--- config.mk ---
export PLATFORM = sky130hd
export DESIGN_NAME = n_bit_adder_flat
export DESIGN_NICKNAME = d
export VERILOG_FILES = /design/src/rtl/adder_pkg.sv /design/src/rtl/n_bit_adder_if.sv /design/src/rtl/adder_segment.sv /design/src/rtl/n_bit_adder.sv /design/src/flat_wrapper.sv
export SDC_FILE = /design/constraint.sdc
export NUM_CORES = 1
export LEC_CHECK = 0
export BUFFER_PORTS_ARGS = -buffer_cell sky130_fd_sc_hd__buf_2
export CAP_MARGIN = 20
export CORE_ASPECT_RATIO = 1.2
export CORE_MARGIN = 4
export CORE_UTILIZATION = 35
export CTS_CLUSTER_DIAMETER = 150
export DETAILED_ROUTE_END_ITERATION = 8
export GPL_TIMING_DRIVEN = 0
export PLACE_DENSITY = 0.61
export SYNTH_ARGS = -nofsm -noshare
export SYNTH_HDL_FRONTEND = slang
export SYNTH_SLANG_ARGS = --single-unit
export TNS_END_PERCENT = 10
--- constraint.sdc ---
create_clock -name clk -period 0.95 [get_ports clk]
set_clock_uncertainty 0.15 [all_clocks]
set_input_delay 0.19 -clock clk [delete_from_list [all_inputs] [get_ports clk]]
set_output_delay 0.19 -clock clk [all_outputs]
set_load 0.05 [all_outputs]
--- src/rtl/adder_pkg.sv ---
// Segment geometry helpers shared by the carry-segmented adder and its users.
// Segment s of a WIDTH-bit word split STAGES ways covers [seg_lo, seg_lo+seg_len-1].
package adder_pkg;

    localparam int MIN_STAGES = 1;

    function automatic int seg_width(input int width, input int stages);
        return (width + stages - 1) / stages;
    endfunction

    function automatic int seg_lo(input int width, input int stages, input int s);
        return s * seg_width(width, stages);
    endfunction

    // Ceil-sized segments can leave trailing stages with nothing to add; those report 0.
    function automatic int seg_len(input int width, input int stages, input int s);
        int lo;
        int hi;
        lo = seg_lo(width, stages, s);
        hi = (s + 1) * seg_width(width, stages);
        if (hi > width) hi = width;
        return (hi > lo) ? (hi - lo) : 0;
    endfunction

    function automatic bit stages_legal(input int width, input int stages);
        return (stages >= MIN_STAGES) && (stages <= width);
    endfunction

endpackage

--- src/rtl/n_bit_adder_if.sv ---
// Operand/result bundle of one adder cell; master drives operands, slave returns the sum.
interface n_bit_adder_if #(
    parameter int WIDTH = 8
) ();

    logic             in_valid;
    logic [WIDTH-1:0] input1;
    logic [WIDTH-1:0] input2;
    logic             cin;
    logic [WIDTH-1:0] out;
    logic             cout;
    logic             ovf;
    logic             out_valid;

    modport master (
        output in_valid, input1, input2, cin,
        input  out, cout, ovf, out_valid
    );

    modport slave (
        input  in_valid, input1, input2, cin,
        output out, cout, ovf, out_valid
    );

endinterface

--- src/rtl/adder_segment.sv ---
// Combinational W-bit full adder: one carry-chain segment of the pipelined adder.
module adder_segment #(
    parameter int W = 1
) (
    input  logic [W-1:0] a,
    input  logic [W-1:0] b,
    input  logic         ci,
    output logic [W-1:0] s,
    output logic         co
);

    logic [W:0] total;

    assign total = {1'b0, a} + {1'b0, b} + {{W{1'b0}}, ci};
    assign s     = total[W-1:0];
    assign co    = total[W];

endmodule

--- src/rtl/n_bit_adder.sv ---
// Registered two-operand adder whose carry chain is cut into STAGES registered segments.
// Operands are skewed forward and partial sums deskewed so every result bit leaves together.
module n_bit_adder
    import adder_pkg::*;
#(
    parameter int WIDTH  = 8,
    parameter int STAGES = 1
) (
    input  logic             clk,
    input  logic             rst_n,
    n_bit_adder_if.slave     bus
);

    localparam int LAST = STAGES - 1;

    if (!stages_legal(WIDTH, STAGES)) begin : g_bad_param
        $error("n_bit_adder: STAGES must lie in 1..WIDTH");
    end

    logic [STAGES-1:0][WIDTH-1:0] a_pipe;
    logic [STAGES-1:0][WIDTH-1:0] b_pipe;
    logic [STAGES-1:0][WIDTH-1:0] sum_pipe;
    logic [STAGES-1:0]            carry_pipe;
    logic [STAGES-1:0]            vld_pipe;

    for (genvar s = 0; s < STAGES; s++) begin : g_stage
        localparam int LO  = seg_lo(WIDTH, STAGES, s);
        localparam int LEN = seg_len(WIDTH, STAGES, s);

        logic [WIDTH-1:0] a_in;
        logic [WIDTH-1:0] b_in;
        logic [WIDTH-1:0] sum_in;
        logic             ci_in;
        logic             vld_in;

        logic [WIDTH-1:0] a_d;
        logic [WIDTH-1:0] b_d;
        logic [WIDTH-1:0] sum_d;
        logic             carry_d;
        logic             vld_d;

        logic [WIDTH-1:0] a_q;
        logic [WIDTH-1:0] b_q;
        logic [WIDTH-1:0] sum_q;
        logic             carry_q;
        logic             vld_q;

        if (s == 0) begin : g_first
            assign a_in   = bus.input1;
            assign b_in   = bus.input2;
            assign sum_in = '0;
            assign ci_in  = bus.cin;
            assign vld_in = bus.in_valid;
        end else begin : g_next
            assign a_in   = a_pipe[s-1];
            assign b_in   = b_pipe[s-1];
            assign sum_in = sum_pipe[s-1];
            assign ci_in  = carry_pipe[s-1];
            assign vld_in = vld_pipe[s-1];
        end

        if (LEN > 0) begin : g_add
            logic [LEN-1:0] seg_sum;
            logic           seg_co;

            adder_segment #(
                .W (LEN)
            ) u_seg (
                .a  (a_in[LO +: LEN]),
                .b  (b_in[LO +: LEN]),
                .ci (ci_in),
                .s  (seg_sum),
                .co (seg_co)
            );

            always_comb begin
                sum_d              = sum_in;
                sum_d[LO +: LEN]   = seg_sum;
                carry_d            = seg_co;
            end
        end else begin : g_pass
            // Nothing left to add in this stage: it only adds a cycle of delay.
            always_comb begin
                sum_d   = sum_in;
                carry_d = ci_in;
            end
        end

        // Operands ride along untouched; the upper bits feed later segments, the MSBs feed ovf.
        assign a_d   = a_in;
        assign b_d   = b_in;
        assign vld_d = vld_in;

        always_ff @(posedge clk or negedge rst_n) begin
            if (!rst_n) begin
                a_q     <= '0;
                b_q     <= '0;
                sum_q   <= '0;
                carry_q <= 1'b0;
                vld_q   <= 1'b0;
            end else begin
                a_q     <= a_d;
                b_q     <= b_d;
                sum_q   <= sum_d;
                carry_q <= carry_d;
                vld_q   <= vld_d;
            end
        end

        assign a_pipe[s]     = a_q;
        assign b_pipe[s]     = b_q;
        assign sum_pipe[s]   = sum_q;
        assign carry_pipe[s] = carry_q;
        assign vld_pipe[s]   = vld_q;
    end

    assign bus.out       = sum_pipe[LAST];
    assign bus.cout      = carry_pipe[LAST];
    assign bus.out_valid = vld_pipe[LAST];

    // Reset leaves all operand and sum bits at zero, so ovf also reads 0 under reset.
    assign bus.ovf = (a_pipe[LAST][WIDTH-1] == b_pipe[LAST][WIDTH-1]) &&
                     (sum_pipe[LAST][WIDTH-1] != a_pipe[LAST][WIDTH-1]);

endmodule

--- src/flat_wrapper.sv ---
// flat-port wrapper written by rule: the top's interface ports become plain ports
module n_bit_adder_flat import adder_pkg::*;
#(
    parameter int WIDTH  = 8,
    parameter int STAGES = 1
)
  (clk, rst_n, bus_in_valid, bus_input1, bus_input2, bus_cin, bus_out, bus_cout, bus_ovf, bus_out_valid);
  n_bit_adder_if #(.WIDTH(WIDTH)) bus_i ();
  input  logic clk;
  input  logic rst_n;
  input wire logic [$bits(bus_i.in_valid)-1:0] bus_in_valid;
  input wire logic [$bits(bus_i.input1)-1:0] bus_input1;
  input wire logic [$bits(bus_i.input2)-1:0] bus_input2;
  input wire logic [$bits(bus_i.cin)-1:0] bus_cin;
  output wire logic [$bits(bus_i.out)-1:0] bus_out;
  output wire logic [$bits(bus_i.cout)-1:0] bus_cout;
  output wire logic [$bits(bus_i.ovf)-1:0] bus_ovf;
  output wire logic [$bits(bus_i.out_valid)-1:0] bus_out_valid;
  assign bus_i.in_valid = bus_in_valid;
  assign bus_i.input1 = bus_input1;
  assign bus_i.input2 = bus_input2;
  assign bus_i.cin = bus_cin;
  assign bus_out = bus_i.out;
  assign bus_cout = bus_i.cout;
  assign bus_ovf = bus_i.ovf;
  assign bus_out_valid = bus_i.out_valid;
  n_bit_adder #(.WIDTH(WIDTH), .STAGES(STAGES)) u_core (.clk(clk), .rst_n(rst_n), .bus(bus_i));
endmodule
# == Word-level counts from Yosys, hierarchy flattened ==
# Cells that the tools add are included.
# totals
reg_bits,26
in_bits,20
out_inout_bits,11
wordCells,10
# op_classes
n_addsub,2
n_eq_ne,2
reduce_logical,1
# ops
cell,count
$add A8 B8 Y9,1
$add A9 B1 Y9,1
$eq A1 B1 Y1,1
$logic_and A1 B1 Y1,1
$ne A1 B1 Y1,1

# == Logic depth before layout (Yosys ltp) ==
# Gate-level depths: netlist of run 1.
# logic_depth
ltp_word,2
mapped_depth,6

# == Hierarchy ==
# A second synthesis of run 1 with hierarchy kept.
# hier_totals
hier_cells,57
area_unflattened_um2,654.4
# modules_own_cells
module,n_inst,cells_each,area_per_inst_um2,seq_area_each_um2
adder_segment,1,42,331.6,0.0
n_bit_adder,1,15,322.8,300.3

# == Least setup slack after synthesis of run 1 ==
# No wires, ideal clock.
# synth_path
path_type,register -> output
from,reg u_core.g_stage[0].sum_q[7] (netlist: u_core.bus.out[7])
to,out bus_ovf
arrival_time_ns,1.735
slack_ns,-1.125
stages_incl_launch_ff,2
path_cell_list,dfrtp_1 -> o21ai_0
# synth_via
elab_chain_cells,2
# synth_rtl
element,line_no,source
from (decl),n_bit_adder.sv:44,logic [WIDTH-1:0] sum_q;
from (signal assigned),n_bit_adder.sv:104,sum_q <= sum_d;
$ne A1 B1 Y1,n_bit_adder.sv:123,(sum_pipe[LAST][WIDTH-1] != a_pipe[LAST][WIDTH-1]);
$logic_and A1 B1 Y1,n_bit_adder.sv:122,assign bus.ovf = (a_pipe[LAST][WIDTH-1] == b_pipe[LAST][WIDTH-1]) &&
to (decl),flat_wrapper.sv:17,output wire logic [$bits(bus_i.ovf)-1:0] bus_ovf;
# Every way passes these cells.

# == Final worst setup path of run 1 ==
# layout_path
from,in bus_input1[0]
to,reg u_core.g_stage[0].sum_q[6] (netlist: u_core.bus.out[6])
# layout_via
elab_chain_cells,2
# layout_rtl
element,line_no,source
from (decl),flat_wrapper.sv:12,input wire logic [$bits(bus_i.input1)-1:0] bus_input1;
$add A8 B8 Y9,adder_segment.sv:14,"assign total = {1'b0, a} + {1'b0, b} + {{W{1'b0}}, ci};"
$add A9 B1 Y9,adder_segment.sv:14,
via u_core.g_stage[0].g_add.seg_sum[6],n_bit_adder.sv:63,logic [LEN-1:0] seg_sum;
# The timed path passes the listed nets, and every way through them passes these cells.

==> results of run 1 <==
[registers in the layout, summed over array words and instances, names as in the netlist]
| signal | count |
|---|---|
| u_core.bus.cout | 1 |
| u_core.bus.out_valid | 1 |
| u_core.a_pipe | 1 |
| u_core.bus.out | 8 |
| u_core.b_pipe | 1 |
[layer usage]
metal	up-vias	GRT usage	share of wire
met5	-	0	0
met4	0	0.0968	0.035
met3	4	0.0194	0.065
met2	19	0.212	0.52
met1	264	0.121	0.38
li1	287	-	-
[cell usage after synthesis, drive strengths merged (2+ instances only)]
cell type / count / area (um^2)
a21o: 2 / 15.0
a21oi: 5 / 25.0
a311o: 2 / 20.0
dfrtp: 12 / 300
fa: 2 / 40.0
ha: 7 / 87.6
inv: 3 / 11.3
nand2: 5 / 18.8
nand3: 2 / 10.0
nor2: 3 / 11.3
nor2b: 2 / 12.5
nor3: 2 / 10.0
o21ai: 2 / 10.0
xnor2: 2 / 17.5
xor2: 2 / 17.5
[power by group through the flow]
stage | combinational [mW] | sequential (mW) | clock [mW]
finish | 0.798 | 0.631 | 0.380
global route | 0.852 | 0.640 | 0.403
CTS | 0.793 | 0.632 | 0.395
detailed placement | 0.658 | 0.623 | 0
global placement | 0.650 | 0.621 | 0
floorplan | 0.212 | 0.894 | 0
[critical path, stage by stage]
cell	delay (ps)
buf_6	90
fa_2	390
fa_2	360
a21oi_2	170
nor2_1	70
nor2_2	120
xnor2_1	130
[layout by cell type (no fill, tap or decap), types with 2 or more instances in the layout]
| cell type | instances |
|---|---|
| a311o_1 | 2 |
| xor2_1 | 2 |
| dlygate4sd3_1 | 4 |
| nor2b_1 | 2 |
| fa_2 | 2 |
| xnor2_1 | 2 |
| ha_2 | 2 |
| dfrtp_1 | 12 |
| a21o_1 | 2 |
| nand2_1 | 5 |
| clkbuf_4 | 3 |
| buf_2 | 18 |
| ha_1 | 4 |
| nor3_1 | 2 |
| nor2_1 | 2 |
| inv_1 | 2 |
| a21oi_2 | 2 |
| nand3_1 | 2 |
| a21oi_1 | 3 |
| buf_6 | 12 |
[path summary, 6_finish.rpt]
kind,start,end,slack [ps]
max,bus_input1[0],u_core.bus.out[6],-540
min,bus_input1[0],u_core.bus.out[0],70
max in group asynchronous,rst_n,u_core.b_pipe[7],280
min in group asynchronous,rst_n,u_core.bus.out[4],170
[cell type report]
cell class	instances	area [um^2]
Inverter	3	11.3
Sequential cell	12	300
Multi-Input combinational cell	43	380
Timing Repair Buffer	35	273
Clock buffer	4	36.3
Tap cell	18	22.5
Fill cell	157	678
[cell families (layout without fill, tap and decap cells)]
logic type / after synthesis / in the layout
adders and majority gates: 9 / 9
and+or+nand+nor: 15 / 15
AOI/OAI and AO/OA: 14 / 14
xor gates and xnor gates: 4 / 4
DFF: 12 / 12
buffers and inverters: 3 / 42
muxes: 1 / 1
[what timing repair did]
action                                  4_1_cts  5_1_grt
buffers inserted                              1        0
endpoints found under the setup margin       19       19
hold endpoints to repair                     15        0
hold buffers                                  4        0
pin swaps                                     8        0
resized for setup                            27        3
==> summary.md, run 1 <==
| Metric | Value |
|---|---|
| Worst setup EP type | flop |
| Starting Density | 0.381 |
| Post-Synth Simple-Gate Area | 0.106 |
| Initial DRC count | 6 |
| Post-DP Area | 833 um^2 |
| Setup WS pre-CTS | -908 ps |
| Pre-Repair DR Iteration Count | 3 |
| Comb power frac | 0.441 |
| Hold Crit Depth | 2 |
| Leakage | 0.489 nW |
| Clock power frac | 0.210 |
| Yosys cell types | 21 |
| Asr flop ratio synth | 1.00 |
| RSZ-0062 raised after global routing | yes |
| Sw Pwr | 667 uW |
| Synth Net Count | 87 |
| Maximum number of pins on one net before global-route repair | 13 |
| Maximum clock rate | 671 MHz |
| XOR/XNOR share of the synthesized area | 0.0541 |
| WHS | 68.4 ps |
| Post-layout util | 0.601 |
| Pwr dens | 1770 nW/um^2 |
| # setup viols final | 19 |
| Post-synthesis adder-cell area fraction | 0.197 |
| Register area share after synthesis | 0.463 |
| WP data required | 990 ps |
| Setup slack after layout | -541 ps |
| Crit start category | input pin |
| Final non-filler cell total | 115 |
| Multiplexer share of the synthesized area | 0.0154 |
| Clock sink count | 12 |
| FP Rows | 16 |
| Port bufs | 30 |
| Post-detail-place hpwl | 1060 um |
| Status | complete, but fails checks |
| CTS Root Cell | clkbuf_4 |
| Peak fanout along the critical path | 2 |
| Layout area overhead | 57.9% |
| Crit path DAT | 1530 ps |
| Kind of critical path | in -> reg |
| Max Cap Viol | 0 |
| Number of remaining DRC errors | 0 |
| DP Cell Count | 106 |
| Reg clk slew, reported paths | 70 ps |
| Via Count | 574 |
| Seq pwr share | 0.349 |
| Vias per Instance | 4.99 |
| Nets | 127 |
| Drt total wl | 1290 um |
| Slew Limit Headroom | 0.790 |
| Layout cells sized above 1 | 0.474 |
| Synth Area in Compound Gates | 0.147 |
| Fin area | 1020 um^2 |
| Synth Instances | 58 |
| Power consumption | 1.81 mW |
| Max-slew violation count | 0 |
| Routability-driven placement congestion ratio | 0.751 |
| First-pass GRT wire length | 2160 um |
| Seq cells post-synth | 12 |
| Mapped cell area | 648 um^2 |
| Routed length per instance | 11.2 um |
| Slew at the pin closest to its max-slew limit | 313 ps |
| CTS Buffer Depth | 2 |
| IO Pins | 31 |
| Vias in the first global route | 581 |
| Die ar. | 2610 um^2 |
| Syn Area/Cell | 11.2 um^2 |
| ANT nets after route | 0 |
| Fin Setup TNS | -5220 ps |
| Number of warnings issued by yosys | 0 |
| Worst VDD drop | 0.000604 V |
| EDFF count, synth | 0 |
| Global route overflow | 0 |
| TritonCTS clock tree | done |
| Min cycle time layout | 1490 ps |
| Initial antenna violation count | 0 |
| Largest family of logic cells by synthesized area | adder cells |
| Switch share | 0.369 |
| Die X | 47.3 um |
| Placeable Area | 1700 um^2 |
| Fin crit share | 1.57 |
| Top_reg_cell synth | dfrtp_1 |
| Int Power | 1.14 mW |
| Failing checks | negative setup slack |
| Number of clock buffers inserted by TritonCTS | 3 |
| H-tree Lvls | 1 |
| GRT Overall Usage | 0.121 |
| Worst hold path class | in -> reg |
| Die height | 55.1 um |
| Antenna Diode Count | 0 |
| Fin. Hold Viols | 0 |
Note: power is estimated with default switching activity, not from simulation.
==> inputs of run 2 (changes only) <==
Settings changed: CORE_MARGIN 4 to 5.
Clock period 0.95 ns to 1.85 ns, I/O delays scaled along.
==> run 2 against run 1 <==
The flow now finishes without violations. Critical path depth unchanged. Sequential power down 50%. Utilization down 11 points. Global-route usage down 2.2 points. Power down 53%. Clock power down 49%. Via count down 4.4%. Largest power group unchanged.
==> summary.md, run 2 (synthesized netlist as in run 1, its figures left out) <==
| Metric | Value |
|---|---|
| Fin crit share | 0.930 |
| CP Cell Sequence | buf_2 -> fa_2 -> fa_2 -> a21oi_2 -> nor2_1 -> nor2_2 -> o21ai_0 |
| # setup viols final | 0 (-19) |
| ANT nets after route | 0 (unchanged) |
| FP Rows | 17 (+1) |
| Fin. Hold Viols | 0 (unchanged) |
| Largest delay share family, worst path | adder cells |
| Clock sink count | 12 (unchanged) |
| Crit start category | input pin |
| Die ar. | 2820 um^2 (+8.0%) |
| Vias per Instance | 4.90 (-1.8%) |
| Post-detail-place hpwl | 1130 um (+6.7%) |
| Min cycle time layout | 1720 ps |
| Number of clock buffers inserted by TritonCTS | 3 (unchanged) |
| Drt total wl | 1250 um (-2.8%) |
| Cell mode on critical path | fa_2 |
| Maximum number of pins on one net before global-route repair | 13 (unchanged) |
| Routed length per instance | 11.2 um (-0.19%) |
| Pre-Repair DR Iteration Count | 3 (unchanged) |
| CTS Buffer Depth | 2 (unchanged) |
| RSZ-0062 raised after global routing | no |
| Initial antenna violation count | 0 (unchanged) |
| Nets | 123 (-3.1%) |
| Slew at the pin closest to its max-slew limit | 360 ps (+46.7 ps) |
| Layout cells sized above 1 | 0.430 (-0.0441) |
| CTS Root Cell | clkbuf_4 |
| Routability-driven placement congestion ratio | 0.751 (about the same) |
| Maximum clock rate | 581 MHz |
| Vias in the first global route | 581 (unchanged) |
| First-pass GRT wire length | 2200 um (+1.9%) |
| Leakage | 0.448 nW (-8.5%) |
| IO Pins | 31 (unchanged) |
| Number of remaining DRC errors | 0 (unchanged) |
| Fin Setup TNS | 0 ps (+5220 ps) |
| Setup bufs post-CTS | 0 (-1) |
| CP max stage cell | fa_2 |
| Placeable Area | 1810 um^2 (+6.2%) |
| Worst VDD drop | 0.000305 V (-50%) |
| Fin area | 883 um^2 (-14%) |
| Initial DRC count | 3 (-3) |
| Global route overflow | 0 (unchanged) |
| Final non-filler cell total | 112 (-2.6%) |
| Max Cap Viol | 0 (unchanged) |
| Kind of critical path | in -> reg |
| Stages on worst setup path | 7 (unchanged) |
| Via Count | 549 (-4.4%) |
| Antenna Diode Count | 0 (unchanged) |
| Worst setup EP type | flop |
| Starting Density | 0.358 (-0.0224) |
| DP Cell Count | 107 (+0.94%) |
| Commonest cells after routing, fill and taps aside | buf_2 (30), dfrtp_1 (12), ha_1 (7) |
| Peak fanout along the critical path | 2 (unchanged) |
| Status | finished clean |
| CP Buf/Inv Count | 1 (unchanged) |
| Commonest non-fill, non-tap cell in the layout | buf_2 |
| TritonCTS clock tree | done |
| Max-slew violation count | 0 (unchanged) |
| Die X | 49.3 um (+4.2%) |
| Fillers | 176 (+12%) |
| Reg clk slew, reported paths | 70 ps (about the same) |
| Die height | 57.1 um (+3.6%) |
| Post-DP Area | 832 um^2 (-0.15%) |
| Port bufs | 30 (unchanged) |
| Crit path DAT | 1710 ps (+180 ps) |
| Max reg flops | 8 (unchanged) |
| Layout area overhead | 36.3% |
| Maximum single-stage delay on the critical path | 400 ps (about the same) |
| Worst Setup EP | u_core.bus.cout |
| WP data required | 1840 ps (+850 ps) |
| Worst hold path class | in -> reg |
| Slew Limit Headroom | 0.754 (-0.0368) |
| GRT Overall Usage | 0.0989 (-0.0217) |
| H-tree Lvls | 1 (unchanged) |
| Pwr dens | 956 nW/um^2 (-46%) |
| Start point of the critical path | bus_cin |
-- run 2: cell count changes in the layout (fill, tap and decap cells not counted), moves of 2 or more --
| cell | delta |
|---|---|
| buf_6 | -12 |
| ha_1 | +3 |
| buf_2 | +12 |
| dlygate4sd3_1 | -3 |
| ha_2 | -2 |
-- run 2: final cells by class --
| class | instances | area (um^2) | share of cell area |
|---|---|---|---|
| inverter | 3 | 11.3 | 0.0127 |
| clock buffer | 4 | 36.3 | 0.0411 |
| multi-input combinational | 43 | 352 | 0.398 |
| sequential | 12 | 300 | 0.340 |
| tap | 19 | 23.8 | 0.0269 |
| timing repair buffer | 31 | 160 | 0.181 |
-- run 2: worst min-delay path by stage --
stage | startpoint | slack [ps] | cells past startpoint | end
floorplan | rst_n | -80 | 0 | u_core.a_pipe[7]
global placement | rst_n | 100 | 1 | u_core.b_pipe[7]
detailed placement | rst_n | 110 | 1 | u_core.bus.out[6]
CTS | bus_in_valid | 60 | 1 | u_core.bus.out_valid
global route | bus_in_valid | 60 | 1 | u_core.bus.out_valid
finish | bus_in_valid | 70 | 1 | u_core.bus.out_valid
-- run 2: routing by layer --
metal / part of all wire / wire length, um / up-vias / global-route usage
met5: 0 / 0 / - / 0
met4: 0.017 / 21 / 0 / 0.0577
met3: 0.062 / 77 / 2 / 0.0235
met2: 0.55 / 683 / 15 / 0.180
met1: 0.38 / 470 / 250 / 0.0998
li1: - / - / 282 / -
-- run 2: timing repair --
action | in CTS | in global routing
hold buffers | 1 | 0
resized for setup | 0 | 2
hold endpoints to repair | 12 | 0
endpoints found under the setup margin | 0 | 2
-- run 2: power breakdown --
group | internal [mW] | switching [mW] | leakage, nW
sequential | 0.302 | 0.0110 | 0.140
clock | 0.119 | 0.0730 | 0.0210
combinational | 0.0987 | 0.241 | 0.287
total | 0.520 | 0.325 | 0.448
-- run 2: through the flow --
stage | total power [mW] | utilization | hold WS [ps] | setup WS, ps
final | 0.844 | 0.489 | 68.6 | 129
after global routing | 0.898 | 0.489 | 60.0 | 20.8
after CTS | 0.855 | 0.486 | 63.6 | 15.1
after detailed placement | 0.659 | 0.460 | 106 | -262
after global placement | 0.651 | 0.460 | 98.5 | -226
after floorplan | 0.567 | - | -75.6 | -20.3
==> inputs of run 3 (changes only) <==
Settings changed: REMOVE_ABC_BUFFERS set to 1.
==> run 3 against run 2 <==
Non-clock buffer count is the same. Utilization decreased by 0.35 points. Count of clock-buffer cells in the layout did not move. Power rose by 0.84%.
==> summary.md, run 3 (synthesized netlist as in run 1, its figures left out) <==
| Metric | Value |
|---|---|
| Placeable Area | 1810 um^2 (unchanged) |
| Layout cells sized above 1 | 0.409 (-0.0215) |
| Pre-Repair DR Iteration Count | 3 (unchanged) |
| GRT Overall Usage | 0.0973 (-0.00157) |
| Setup bufs post-CTS | 0 (unchanged) |
| Commonest non-fill, non-tap cell in the layout | buf_2 |
| Peak fanout along the critical path | 2 (unchanged) |
| Worst setup EP type | flop |
| Fin. Hold Viols | 0 (unchanged) |
| Fin crit share | 0.948 (+0.0181) |
| Kind of critical path | in -> reg |
| Slew Limit Headroom | 0.750 (-0.00370) |
| Sw Pwr | 334 uW (+2.8%) |
| Int Power | 518 uW (-0.38%) |
| Global route overflow | 0 (unchanged) |
| DP Cell Count | 107 (unchanged) |
| Port bufs | 30 (unchanged) |
| Setup WS pre-CTS | -341 ps (-79.1 ps) |
| Switch share | 0.392 (+0.00741) |
| Drt total wl | 1270 um (+1.3%) |
| Starting Density | 0.358 (unchanged) |
| Maximum number of pins on one net before global-route repair | 13 (unchanged) |
| Post-DP Area | 822 um^2 (-1.2%) |
| Via Count | 539 (-1.8%) |
| WHS | 48.1 ps (-20.5 ps) |
| Layout area overhead | 35.3% |
| WP data required | 1860 ps (+20 ps) |
| Max Cap Viol | 0 (unchanged) |
| Final non-filler cell total | 112 (unchanged) |
| Max reg flops | 8 (unchanged) |
| Max-slew violation count | 0 (unchanged) |
| TritonCTS clock tree | done |
| Die ar. | 2820 um^2 (unchanged) |
| Number of clock buffers inserted by TritonCTS | 3 (unchanged) |
| Pwr dens | 971 nW/um^2 (+1.6%) |
| HP Start | bus_in_valid |
| Clock power frac | 0.240 (+0.012) |
| Die height | 57.1 um (unchanged) |
| Initial antenna violation count | 0 (unchanged) |
| Number of remaining DRC errors | 0 (unchanged) |
| Worst hold path class | in -> reg |
| Min cycle time layout | 1750 ps (+33.6 ps) |
| Setup slack after layout | 95.5 ps (-33.6 ps) |
| CTS Root Cell | clkbuf_4 |
| Vias per Instance | 4.81 (-1.8%) |
| H-tree Lvls | 1 (unchanged) |
| First-pass GRT wire length | 2130 um (-3.1%) |
| Initial DRC count | 3 (unchanged) |
| Status | finished clean |
| Worst VDD drop | 0.000299 V (-1.9%) |
| Crit path DAT | 1760 ps (+50 ps) |
| Crit start category | input pin |
| Power consumption | 851 uW (+0.84%) |
| Comb power frac | 0.394 (-0.008) |
| Fin area | 877 um^2 (-0.71%) |
| CTS Buffer Depth | 2 (unchanged) |
| Die X | 49.3 um (unchanged) |
| ANT nets after route | 0 (unchanged) |
| Commonest cells after routing, fill and taps aside | buf_2 (30), dfrtp_1 (12), ha_1 (7) |
| Start point of the critical path | bus_cin |
| Antenna Diode Count | 0 (unchanged) |
| Maximum clock rate | 570 MHz (-1.9%) |
| Seq pwr share | 0.365 (-0.005) |
| Slew at the pin closest to its max-slew limit | 366 ps (+5.41 ps) |
| Post-detail-place hpwl | 1060 um (-6.2%) |
| Leakage | 0.447 nW (-0.18%) |
| Reg clk slew, reported paths | 70 ps (about the same) |
| IO Pins | 31 (unchanged) |
| Routed length per instance | 11.3 um (+1.3%) |
| Nets | 123 (unchanged) |
| Vias in the first global route | 543 (-6.5%) |
| Clock sink count | 12 (unchanged) |
| # setup viols final | 0 (unchanged) |
| FP Rows | 17 (unchanged) |
| Routability-driven placement congestion ratio | 0.637 (-15%) |
| RSZ-0062 raised after global routing | no |
## run 3: cell counts in the layout (fill, tap and decap cells not counted)
Identical to the previous run, type by type.
## run 3: power by group through the flow
stage	clock (mW)	combinational, mW	sequential (mW)
after floorplan	0	0.104	0.458
after global placement	0	0.329	0.317
after detailed placement	0	0.334	0.317
after CTS	0.211	0.338	0.312
after global routing	0.222	0.360	0.316
final	0.205	0.336	0.311
## run 3: worst max-delay path, cell delays in order
cell     delay (ps)
buf_2           110
fa_1            450
fa_2            380
a21oi_2         180
nor2_1           70
nor2_2          110
o21ai_0         100
## run 3: path summary, 6_finish.rpt
| check | cells past startpoint | slack [ps] | endpoint |
|---|---|---|---|
| worst max-delay path | 7 | 100 | u_core.bus.cout |
| worst min-delay path | 1 | 50 | u_core.bus.out_valid |
| max in group asynchronous | 2 | 1000 | u_core.bus.out[3] |
| min in group asynchronous | 2 | 340 | u_core.bus.out[4] |
## run 3: per-layer routing
metal,global-route usage,up-vias,part of all wire
li1,-,278,-
met1,0.0967,237,0.39
met3,0.0261,4,0.088
met5,0,-,0
met2,0.160,20,0.49
met4,0.0923,0,0.030
## run 3: cell type report
| type | instances | area [um^2] |
|---|---|---|
| Fill cell | 178 | 931 |
| Multi-Input combinational cell | 43 | 345 |
| Sequential cell | 12 | 300 |
| Timing Repair Buffer | 31 | 160 |
| Clock buffer | 4 | 36.3 |
| Tap cell | 19 | 23.8 |
| Inverter | 3 | 11.3 |
## run 3: what timing repair did
action | CTS | global route
setup endpoints to repair | 2 | 2
hold buffers | 1 | 0
resized for setup | 2 | 1
endpoints found under the hold margin | 12 | 0
cloned | 0 | 0
## run 3: per-stage QoR
stage,TNS [ps],utilization
after floorplan,-597,-
after global placement,-835,0.455
after detailed placement,-950,0.455
after CTS,0,0.484
after global routing,0,0.485
final,0,0.485
